<file path="config.mk">
export PLATFORM = sky130hd
export DESIGN_NAME = err_ref_fifo
export DESIGN_NICKNAME = d
export VERILOG_FILES = /design/src/rtl/fano_sim_pkg.sv /design/src/rtl/err_ref_fifo.sv
export SDC_FILE = /design/constraint.sdc
export NUM_CORES = 1
export LEC_CHECK = 0
export ABC_AREA = 0
export CORE_MARGIN = 10
export CORE_UTILIZATION = 53
export CTS_CLUSTER_SIZE = 10
export DETAILED_ROUTE_END_ITERATION = 8
export GPL_TIMING_DRIVEN = 0
export PLACE_DENSITY = 0.72
export SYNTH_ARGS = -nofsm -noshare
export SYNTH_HDL_FRONTEND = slang
export SYNTH_SLANG_ARGS = --single-unit
</file>
<file path="constraint.sdc">
create_clock -name clk -period 4.61 [get_ports clk]
set_input_delay 0.6915 -clock clk [delete_from_list [all_inputs] [get_ports clk]]
set_output_delay 0.6915 -clock clk [all_outputs]
set_load 0.05 [all_outputs]
</file>
<file path="src/rtl/fano_sim_pkg.sv">
// Shared types and constants for the symbol error checker.
// Holds the FSM state type, symbol width and default counter width.
package fano_sim_pkg;

  typedef enum logic [1:0] {
    IDLE = 2'd0,
    RUN  = 2'd1,
    DONE = 2'd2
  } state_e;

  localparam int unsigned SYM_W     = 2;
  localparam int unsigned DEF_CNT_W = 32;

  // Number of set bits in a 2-bit symbol mask (0, 1 or 2).
  function automatic logic [1:0] popcnt2(input logic [SYM_W-1:0] m);
    return {1'b0, m[0]} + {1'b0, m[1]};
  endfunction

endpackage

</file>
<file path="src/rtl/err_ref_fifo.sv">
// Reference-symbol buffer: synchronous FIFO with show-ahead head and flush.
// A push while full is accepted only when a pop frees a slot in the same cycle.
module err_ref_fifo
  import fano_sim_pkg::*;
#(
  parameter int unsigned DEPTH = 16
) (
  input  logic             clk,
  input  logic             reset,
  input  logic             flush_i,
  input  logic             push_i,
  input  logic [SYM_W-1:0] wdata_i,
  input  logic             pop_i,
  output logic [SYM_W-1:0] head_c,
  output logic             full_c,
  output logic             empty_c
);

  localparam int unsigned AW = $clog2(DEPTH);

  logic [AW:0]      wr_ptr_q, wr_ptr_d;
  logic [AW:0]      rd_ptr_q, rd_ptr_d;
  logic [SYM_W-1:0] mem_q [DEPTH];
  logic             do_push_c;
  logic             do_pop_c;

  // Extra pointer MSB distinguishes full from empty.
  assign empty_c = (wr_ptr_q == rd_ptr_q);
  assign full_c  = (wr_ptr_q[AW] != rd_ptr_q[AW]) &&
                   (wr_ptr_q[AW-1:0] == rd_ptr_q[AW-1:0]);
  assign head_c  = mem_q[rd_ptr_q[AW-1:0]];

  always_comb begin
    do_pop_c  = pop_i && !empty_c;
    do_push_c = push_i && (!full_c || do_pop_c);
    wr_ptr_d  = wr_ptr_q + (AW+1)'(do_push_c);
    rd_ptr_d  = rd_ptr_q + (AW+1)'(do_pop_c);
    if (flush_i) begin
      wr_ptr_d = '0;
      rd_ptr_d = '0;
    end
  end

  always_ff @(posedge clk) begin
    if (reset) begin
      wr_ptr_q <= '0;
      rd_ptr_q <= '0;
    end else begin
      wr_ptr_q <= wr_ptr_d;
      rd_ptr_q <= rd_ptr_d;
    end
  end

  always_ff @(posedge clk) begin
    if (do_push_c && !flush_i) begin
      mem_q[wr_ptr_q[AW-1:0]] <= wdata_i;
    end
  end

endmodule

</file>
## Word level (Yosys, flattened, before mapping)

Memories as Yosys holds them, arrays and structs flattened. A register that Yosys moved wholly into a read port is not among the register bits.
Index checks and enable logic that the tools add are counted.

- Bits in registers: 10
- RAM bits: 32
- Bits of input ports: 7
- Output and inout bits: 4
- Logic and storage cells: 20
- Memories kept: 1

- Add/sub/neg operators: 2
- Equality and inequality tests: 3
- Muxes and demuxes: 3
- Reduce and logical (&&, ||, !) cells: 9

Memories:

| name | depth | bits a word | rd ports | clocked after memory_dff | wr ports | line | source |
|---|---|---|---|---|---|---|---|
| mem_q | 16 | 2 | 1 | 1 | 1 | err_ref_fifo.sv:23 | `logic [SYM_W-1:0] mem_q [DEPTH];` |

Operators by type and width:

| cell | number |
|---|---|
| $add 5x1->5 | 2 |
| $eq 5x5->1 | 1 |
| $eq 4x4->1 | 1 |
| $logic_and 1x1->1 | 4 |
| $mux 4 | 1 |
| $logic_not 1->1 | 3 |
| $mux 1 | 2 |
| $reduce_or 2->1 | 1 |
| $logic_or 1x1->1 | 1 |
| $ne 1x1->1 | 1 |

## Longest topological paths before layout

- Depth after elaboration: 8
- Mapped depth: 10
- Mapped depth without buffers: 9

## Worst setup path before layout

No wires, ideal clock.

- Path kind: register to register
- Start point: register wr_ptr_q[0]
- End point: register rd_ptr_q[4]
- Library setup time: 0.121 ns
- Data arrival time: 2.267 ns
- Data required time: 4.489 ns
- Setup slack: 2.222 ns
- Cell stages (with the launch flop): 11
- Path buffers: 1
- Period minus slack after synthesis: 2.388 ns
- Cell sequence: dfxtp_1 > buf_2 > xnor2_4 > nand4_4 > nor2_1 > nor2b_1 > ha_1 > ha_1 > nand3_1 > xor2_1 > nor2_1

- Cells in the longest elaborated chain, start to end: 4

Ends and longest elaborated chain:

| element | line | source |
|---|---|---|
| from (decl) | err_ref_fifo.sv:21 | `logic [AW:0] wr_ptr_q, wr_ptr_d;` |
| from (signal assigned) | err_ref_fifo.sv:49 | `wr_ptr_q <= wr_ptr_d;` |
| $eq 5x5->1 | err_ref_fifo.sv:28 | `assign empty_c = (wr_ptr_q == rd_ptr_q);` |
| net empty_c | err_ref_fifo.sv:16 | `output logic empty_c` |
| $logic_not 1->1 | err_ref_fifo.sv:34 | `do_pop_c = pop_i && !empty_c;` |
| $logic_and 1x1->1 | err_ref_fifo.sv:34 |  |
| $add 5x1->5 | err_ref_fifo.sv:37 | `rd_ptr_d = rd_ptr_q + (AW+1)'(do_pop_c);` |
| to (signal assigned) | err_ref_fifo.sv:50 | `rd_ptr_q <= rd_ptr_d;` |
| to (decl) | err_ref_fifo.sv:22 | `logic [AW:0] rd_ptr_q, rd_ptr_d;` |

The timed path passes the listed nets, and every way through them passes these cells.
A chain may end at the register's enable or synchronous reset.

==> out/results.tsv <==
stage	metric	value	unit
worst_setup_path	cp_max_fo	10	
worst_setup_path	crit_chain	buf_6 -> mux2i_1 -> a22oi_1 -> a32oi_1 -> o21ai_1 -> clkdlybuf4s50_1	
status	outcome	complete, no violations	
clock_tree	path_clk_slew	0.08	ns
clock_tree	cts-hold-fix-buffers	0	
layout	syn_to_final_growth	12.4	%
timing	slew_headroom	66.6	%
place	portBuffers	10	
die	die_y	81.2	um
clock_tree	htree_num_levels	2	
worst_setup_path	worstSetupEndpointType	output pin	
grt	grt-ovfl-total	0	
die	pin_count	11	
layout	nets	165	
timing	period_share	66.4	%
layout	diodes	0	
die	fp-row-count	22	
worst_setup_path	slowest_delay	0.81	ns
die	coreArea	3630	um^2
worst_setup_path	cp_top_family	buffers and inverters	
detailed_routing	vias	1112	
clock_tree	cts_buffers	5	
worst_setup_path	worstPathBufferInverterCount	2	
timing	finClkSkew	0.00419	ns
clock_tree	cts.repair.resized	0	
logic_synthesis	synth-seq-area-share	58.5	%
clock_tree	clock_latency	0.29	ns
detailed_routing	drt-initial-drc-count	91	
hold_path	min_path_type	reg -> reg	
clock_tree	tritoncts	done	
logic_synthesis	synth_flop_cell	edfxtp_1	
worst_setup_path	crit_path_top_delay_cell	clkdlybuf4s50_1	
worst_setup_path	crit_cells	6	
timing	rsz0062_at_grt	false	
pwr	p_sw	0.000144	W
grt	grt_pass1_wl	5440	um
worst_setup_path	critPathLaunch	rd_ptr_q[1]	
timing	clock.fmax	0.327	GHz
detailed_routing	routedWlPerCell	16.1	um
worst_setup_path	r2r_slack	2.50	ns
logic_synthesis	syn_nets	148	
die	die-area	6590	um^2
logic_synthesis	syn_area	1980	um^2
timing	period_minus_slack	3.06	ns
die	initial_core_util	54.6	%
pwr	power_frac_clock	33.1	%
worst_setup_path	crit_type	reg -> out	
pwr	p_int	0.000529	W
clock_tree	cts_setup_buffers	0	
detailed_routing	dr.pass1.iters	4	
clock_tree	cts_root_buffer	clkbuf_8	
pwr	power_density	302	nW/um^2
pwr	sw_frac_of_total	21.4	%
grt	antenna_found_initial	0	
worst_setup_path	ff2ff_path_depth	10	
clock_tree	cts_sinks	42	
place	hpwl	2420	um
layout	post-route-util	61.4	%
worst_setup_path	r2r_start	wr_ptr_q[0]	
logic_synthesis	synth_cells	137	
worst_setup_path	crit_end	head_c[0]	
worst_setup_path	r2r-end	wr_ptr_q[4]	
worst_setup_path	required	3.92	ns
worst_setup_path	cp-start-kind	flip-flop	
logic_synthesis	synth_seq_cells	42	
job	max_cap_violations	0	
timing	worst-slew-pin-transition	0.500	ns
logic_synthesis	ys_async_sr_fraction	0	%
clock_tree	clk_path_buf_depth	2	
timing	finalSetupViolCount	0	
pwr	p_seq_share	60.8	%
timing	final-hold-violation-count	0	
grt	grt_use_total	11.1	%
place	gp_congestion	0.734	
die	die_x	81.2	um
logic_synthesis	synth_edf_count	32	
timing	drv_slew	0	
logic_synthesis	ys_warn_count	0	
detailed_routing	drc_errors	0	
pwr	vdd_ir_drop_max	0.251	mV
detailed_routing	ant_nets	0	
detailed_routing	routed_via_density	5.48	
pwr	power.leakage	0.713	nW
logic_synthesis	postSynthAreaPerCell	14.5	um^2
detailed_routing	wirelength	3280	um
layout	drive_gt1_share	18.7	%
logic_synthesis	ys_types	29	
worst_setup_path	critical_path_arrival	2.37	ns
grt	grt_max_degree	17	
grt	grt_pass1_vias	1131	
timing	fin_setup_tns	0	ns
pwr	combinationalPowerShare	6.1	%
[power by group through the flow]
stage	logic (W)	registers, W	clock network, W
after global routing	0.0000444	0.000409	0.000247
final	0.0000409	0.000409	0.000223
after floorplan	0.0000243	0.000417	0
after detailed placement	0.0000410	0.000417	0
after CTS	0.0000411	0.000409	0.000230
after global placement	0.0000401	0.000417	0
[worst min-delay path, stage by stage, from the launching register on]
cell     delay [ns]
dfxtp_1        0.37
xor2_1         0.08
nor2_1         0.07
[cells by family after synthesis]
family,count (synthesis),synth area share (%)
adder cells (fa/ha/maj),4,2.52
flip-flops,42,58.5
AND/OR/NAND/NOR,51,14.7
AO/OA/AOI/OAI,6,2.14
XOR/XNOR,11,8.07
buffers and inverters,11,4.22
multiplexers,12,9.84
[layout by cell type, fill, tap and decap left out, types with 6 or more instances in the layout]
cell	instances
nor2_1	11
nor3_1	12
mux2i_1	6
edfxtp_1	32
mux4_2	6
clkdlybuf4s50_1	10
dfxtp_1	10
[cell type report]
type / instances / area (um^2)
fill: 284 / 1400
sequential: 42 / 1160
multi-input combinational: 84 / 739
timing repair buffer: 10 / 100
buffer: 10 / 80.1
clock buffer: 5 / 68.8
tap: 48 / 60.1
clock inverter: 3 / 16.3
inverter: 1 / 3.75
[per-stage QoR]
step	cells	cell area (um^2)	total power [W]	setup WS, ns	hold slack (ns)
after floorplan	137	1980	0.000442	2.22	0.499
after global placement	195	2140	0.000458	1.87	0.520
after detailed placement	195	2140	0.000458	1.87	0.536
after CTS	203	2230	0.000680	1.53	0.555
after global routing	203	2230	0.000700	1.40	0.603
final	203	2230	0.000672	1.55	0.554
[per-layer routing]
layer  global-route usage [%]  wire, um  vias to the layer above
met1                     13.4      1470                      543
met2                     17.8      1610                       16
li1                         -         -                      548
met4                     4.67        47                        0
met3                     3.97       152                        5
met5                        0         0                        -
[registers in the layout (all words and copies together) (netlist names)]
signal    flops
mem_q        32
rd_ptr_q      5
wr_ptr_q      5
[worst min path at each step]
stage | from | endpoint | slack (ns) | depth (start not counted)
final | wr_ptr_q[4] | wr_ptr_q[4] | 0.55 | 2
after detailed placement | wr_ptr_q[4] | wr_ptr_q[4] | 0.54 | 2
after global placement | wr_ptr_q[4] | wr_ptr_q[4] | 0.52 | 2
after floorplan | wr_ptr_q[4] | wr_ptr_q[4] | 0.50 | 2
after CTS | wr_ptr_q[4] | wr_ptr_q[4] | 0.55 | 2
after global routing | wr_ptr_q[4] | wr_ptr_q[4] | 0.60 | 2
[cells in the mapped netlist, types with 2 or more instances]
cell      number  area [um^2]
edfxtp_1      32          961
nor3_1        12         60.1
nor2_1        11         41.3
dfxtp_1       10          200
mux2i_1        6         60.1
mux4_2         6          135
buf_6          5         56.3
nand3_1        5         25.0
nor2b_1        5         31.3
and2_1         4         25.0
buf_2          4         20.0
ha_1           4         50.1
nor4_1         4         25.0
xor2_1         4         35.0
nand2b_1       3         18.8
xnor2_1        3         26.3
xnor2_4        3         82.6
a22oi_1        2         15.0
a32oi_1        2         17.5
nand2_1        2         7.51
o21ai_1        2         10.0
Note: power is estimated with default switching activity, not from simulation.
